`config.mk`:
```
export PLATFORM = sky130hd
export DESIGN_NAME = irq_source_ctrl
export DESIGN_NICKNAME = d
export VERILOG_FILES = /design/src/rtl/irq_source_ctrl.sv
export SDC_FILE = /design/constraint.sdc
export NUM_CORES = 1
export LEC_CHECK = 0
export BUFFER_PORTS_ARGS = -buffer_cell sky130_fd_sc_hd__buf_2
export CAP_MARGIN = 20
export CORE_UTILIZATION = 47
export DETAILED_ROUTE_END_ITERATION = 10
export GPL_ROUTABILITY_DRIVEN = 0
export GPL_TIMING_DRIVEN = 0
export PLACE_DENSITY = 0.8
export SYNTH_ARGS = -nofsm -noshare
export SYNTH_HDL_FRONTEND = slang
export SYNTH_SLANG_ARGS = --single-unit
```
`constraint.sdc`:
```
create_clock -name clk -period 1.8 [get_ports clk]
set_input_delay 0 -clock clk [delete_from_list [all_inputs] [get_ports clk]]
set_output_delay 0 -clock clk [all_outputs]
set_load 0.02 [all_outputs]
```
`src/rtl/irq_source_ctrl.sv`:
```
// Edge-triggered interrupt collector with mask, lowest-index priority and a
// REQ/SERVICE handshake that drives the single level interrupt input of CP0.
`timescale 1ns/1ps

module irq_source_ctrl #(
  parameter int N_SRC    = 8,
  parameter int MIN_HOLD = 2
) (
  input  logic             clk,
  input  logic             rst,
  input  logic [N_SRC-1:0] src_irq,
  input  logic             eret,
  input  logic [1:0]       bus_addr,
  input  logic             bus_we,
  input  logic [31:0]      bus_wdata,
  output logic [31:0]      bus_rdata,
  output logic             ir_out,
  output logic [3:0]       cur_id
);

  typedef enum logic [1:0] {
    IDLE    = 2'd0,
    REQ     = 2'd1,
    SERVICE = 2'd2
  } state_t;

  localparam logic [1:0] A_PENDING = 2'd0;
  localparam logic [1:0] A_MASK    = 2'd1;
  localparam logic [1:0] A_CLAIM   = 2'd2;
  localparam logic [1:0] A_STATUS  = 2'd3;

  localparam int             HW        = $clog2(MIN_HOLD + 1);
  localparam logic [HW-1:0]  HOLD_LAST = HW'(MIN_HOLD - 1);
  localparam logic [HW-1:0]  HOLD_MAX  = HW'(MIN_HOLD);

  logic [N_SRC-1:0] src_q, src_qq;
  logic [N_SRC-1:0] pending, mask;
  logic [N_SRC-1:0] rise, active, claim_clr;
  logic [3:0]       sel_id;
  logic             claim_wr;
  logic             claim_seen;
  logic [HW-1:0]    hold_cnt;
  state_t           state;
  logic             unused_wdata;

  assign rise         = src_q & ~src_qq;
  assign active       = pending & mask;
  assign claim_wr     = bus_we && (bus_addr == A_CLAIM);
  assign unused_wdata = ^bus_wdata;

  // Out-of-range claim ids match no bit and therefore clear nothing.
  // NOTE: every always_comb output gets a default first so no latch is inferred.
  always_comb begin
    claim_clr = '0;
    for (int i = 0; i < N_SRC; i++)
      if (claim_wr && (bus_wdata[3:0] == 4'(i)))
        claim_clr[i] = 1'b1;
  end

  // Descending scan: the last hit is the lowest index, i.e. highest priority.
  always_comb begin
    sel_id = '0;
    for (int i = N_SRC - 1; i >= 0; i--)
      if (active[i])
        sel_id = 4'(i);
  end

  // NOTE: sequential state uses non-blocking assignments only, so every flop
  // samples pre-edge values regardless of statement order.
  always_ff @(posedge clk) begin
    if (rst) begin
      src_q   <= '0;
      src_qq  <= '0;
      pending <= '0;
      mask    <= '0;
    end else begin
      src_q   <= src_irq;
      src_qq  <= src_q;
      pending <= (pending & ~claim_clr) | rise;  // a same-cycle set beats the clear
      if (bus_we && (bus_addr == A_MASK))
        mask <= bus_wdata[N_SRC-1:0];
    end
  end

  always_ff @(posedge clk) begin
    if (rst) begin
      state      <= IDLE;
      ir_out     <= 1'b0;
      cur_id     <= '0;
      hold_cnt   <= '0;
      claim_seen <= 1'b0;
    end else begin
      case (state)
        IDLE: begin
          ir_out <= 1'b0;
          if (|active) begin
            state    <= REQ;
            ir_out   <= 1'b1;
            cur_id   <= sel_id;
            hold_cnt <= '0;
          end
        end
        REQ: begin
          if (hold_cnt != HOLD_MAX)
            hold_cnt <= hold_cnt + HW'(1);
          if (claim_wr)
            claim_seen <= 1'b1;
          // CP0 needs the line high for MIN_HOLD cycles before we may drop it.
          if (hold_cnt >= HOLD_LAST) begin
            if (claim_seen || claim_wr) begin
              state      <= SERVICE;
              ir_out     <= 1'b0;
              claim_seen <= 1'b0;
            end else if (eret) begin
              state  <= IDLE;
              ir_out <= 1'b0;
            end
          end
        end
        SERVICE: begin
          ir_out <= 1'b0;
          if (eret)
            state <= IDLE;
        end
        default: begin
          state  <= IDLE;
          ir_out <= 1'b0;
        end
      endcase
    end
  end

  always_comb begin
    bus_rdata = '0;
    case (bus_addr)
      A_PENDING: bus_rdata[N_SRC-1:0] = pending;
      A_MASK:    bus_rdata[N_SRC-1:0] = mask;
      A_CLAIM: begin
        bus_rdata[31]  = |active;
        bus_rdata[3:0] = sel_id;
      end
      A_STATUS: begin
        bus_rdata[15:12] = cur_id;
        bus_rdata[4]     = claim_seen;
        bus_rdata[1:0]   = state;
      end
      default: bus_rdata = '0;
    endcase
  end

endmodule

```
==> results.sh <==
export IMPL_status="finished, final reports clean"
export IMPL_cp_arrival_ns=1.76
export IMPL_htreeDepth=2
export IMPL_p_per_area_nw_per_um2=761
export IMPL_syn_inst=216
export IMPL_cts_buffers=5
export IMPL_drive_above_1_share=0.307
export IMPL_die_x_um=66.9
export IMPL_cts_root_buf="clkbuf_8"
export IMPL_worstReg2RegEnd="hold_cnt[0]$_SDFFE_PP0P_"
export IMPL_max_slew_margin_rel=0.592
export IMPL_setup_viol=0
export IMPL_die_h_um=66.9
export IMPL_cts_sinks=41
export IMPL_yosys_warnings=0
export IMPL_path_class="register to output pin"
export IMPL_fin_area_um2=2710
export IMPL_fin_tns_setup_ns=0
export IMPL_finish_net_count=353
export IMPL_drtIter0Drc=157
export IMPL_r2r_setup_slack_ns=0.17
export IMPL_final_common_cell="buf_2"
export IMPL_row_count=23
export IMPL_clk_pin_slew_ns=0.08
export IMPL_synthArstFlopShare=0
export IMPL_worst_pin_slew_ns=0.611
export IMPL_dp_hpwl_um=3030
export IMPL_grt_ovfl_total=0
export IMPL_clkLatencyLatePin_ns=0.30
export IMPL_drc=0
export IMPL_num_io_pins=83
export IMPL_cp_end_kind="output pin"
export IMPL_first_pass_iters=4
export IMPL_cts_buffer_depth=2
export IMPL_max_cap_violations=0
export IMPL_initial_core_util=0.492
export IMPL_fill_cells=318
export IMPL_stdcell_count=356
export IMPL_grt_start_max_net_pins=15
export IMPL_synth_ff_type="dfxtp_1"
export IMPL_totalPowerFinal_mw=2.06
export IMPL_final_setup_skew_ns=0.00567
export IMPL_hp_class="input pin to register"
export IMPL_ys_ff_latch=41
export IMPL_grt_first_pass_wirelength_um=7290
export IMPL_layout_common_cells="buf_2, dfxtp_1, buf_4"
export IMPL_io_buffers=35
export IMPL_syn_area_um2=1980
export IMPL_cp_start_kind="register"
export IMPL_hold_end="mask[1]$_SDFFE_PP0P_"
export IMPL_yosys_cell_types_count=44
export IMPL_required_ns=1.80
export IMPL_cts_tree="built"
export IMPL_dieArea_um2=4480
export IMPL_p_leak_nw=1.21
export IMPL_diodes=0
export IMPL_avgSynthCellArea_um2=9.18
export IMPL_avgRoutedWirePerCell_um=13.0
export IMPL_grt_pass1_vias=1586
export IMPL_finalHoldViolCount=0
export IMPL_antenna_left=0
export IMPL_min_period_over_period=0.980
export IMPL_crit_fanout=4
export IMPL_postRouteWirelength_um=4630
export IMPL_vdd_ir_drop_max_v=0.000465
export IMPL_r2r_cells=5
export IMPL_drt_vias_per_instance=5.06
export IMPL_finalMaxSlewViolations=0
export IMPL_fin_crit_ns=1.76
export IMPL_timing_fmax_ghz=0.567
export IMPL_coreArea_um2=4030
export IMPL_synth_edf_count=0
export IMPL_crit_start="pending[6]$_SDFF_PP0_"
export IMPL_hold_depth=3
export IMPL_grt_total_usage=0.217
export IMPL_dp_cells=321
export IMPL_dr_total_vias=1801
export IMPL_r2r_start="pending[3]$_SDFF_PP0_"
export IMPL_antenna_found_initial=0
export IMPL_place_area_um2=2290
export IMPL_hp_start="bus_wdata[1]"
export IMPL_seq_area_frac_synth=0.414
export IMPL_area_growth_synth_to_final_pct=36.6
[report_power, final]
group	internal (mW)	switching, mW
Combinational	0.153	0.170
Sequential	0.950	0.0455
Clock	0.415	0.328
Total	1.52	0.544
[area by class of cell]
class / count / area [um^2] / area share
Multi-Input combinational cell: 163 / 1040 / 0.384
Sequential cell: 41 / 840 / 0.310
Timing Repair Buffer: 62 / 444 / 0.164
Buffer: 30 / 199 / 0.0735
Clock buffer: 5 / 68.8 / 0.0254
Tap cell: 50 / 62.6 / 0.0231
Clock inverter: 3 / 46.3 / 0.0171
Inverter: 2 / 7.51 / 0.00277
[how the worst max path moves through the flow]
stage                         to  cells past startpoint
global placement    bus_rdata[0]                      5
CTS                 bus_rdata[1]                      5
global route        bus_rdata[1]                      5
floorplan           bus_rdata[0]                      4
detailed placement  bus_rdata[0]                      5
finish              bus_rdata[1]                      5
[timing repair]
action / CTS / global route
hold buffers: 23 / 0
buffers inserted: 1 / 3
resized for setup: 7 / 12
pin swaps: 3 / 3
hold endpoints to repair: 17 / 0
setup endpoints to repair: 2 / 2
[per-layer routing]
metal,part of all wire,routed length (um),up-vias,track usage
met4,0.022,103,0,0.0984
met2,0.49,2260,94,0.347
met1,0.41,1900,806,0.283
met5,0,0,-,0
li1,-,-,890,-
met3,0.080,369,11,0.0377
[worst max-delay path, stage by stage, from the launching register on]
cell and delay [ns]:
dfxtp_4 0.37, a22oi_4 0.23, o21ai_2 0.09, and2_0 0.15
mux4_2 0.45, buf_4 0.17
[sequential cells by signal, indices dropped and copies added (netlist names)]
| register | cells |
|---|---|
| src_q | 8 |
| cur_id | 3 |
| state | 2 |
| pending | 8 |
| ir_out | 1 |
| mask | 8 |
| hold_cnt | 2 |
| src_qq | 8 |
| claim_seen | 1 |
[cell usage after synthesis, types with 2 or more instances]
cell | number | area, um^2
a21oi_1 | 22 | 110
a22o_1 | 2 | 17.5
a22oi_1 | 2 | 15.0
a22oi_4 | 3 | 63.8
and3_1 | 3 | 18.8
buf_4 | 21 | 158
clkbuf_1 | 7 | 26.3
dfxtp_1 | 41 | 821
ha_1 | 2 | 25.0
inv_1 | 2 | 7.51
mux2i_1 | 4 | 40.0
nand2_1 | 18 | 67.6
nand2b_1 | 12 | 75.1
nand3_1 | 12 | 60.1
nand3b_1 | 2 | 15.0
nor2_1 | 7 | 26.3
nor2b_1 | 18 | 113
o211ai_1 | 3 | 22.5
o21ai_0 | 9 | 45.0
o31ai_1 | 2 | 15.0
[cell families (layout without fill, tap and decap cells)]
logic type	count (synthesis)	after routing	synth area share
AOI/OAI and AO/OA	53	53	0.196
adders and majority gates	2	2	0.0126
buffers and inverters	32	102	0.104
DFF	41	41	0.414
muxes	7	7	0.0505
other	1	21	0.00189
and+or+nand+nor	80	80	0.220
[through the flow]
stage | hold WS [ns] | utilization | setup slack [ns]
floorplan | 0.128 | - | 0.442
global placement | 0.207 | 0.570 | 0.214
detailed placement | 0.212 | 0.570 | 0.184
CTS | 0.00454 | 0.658 | 0.0114
global route | 0.0344 | 0.672 | -0.0197
finish | 0.00414 | 0.672 | 0.0361
(Power assumes the default switching activity.)
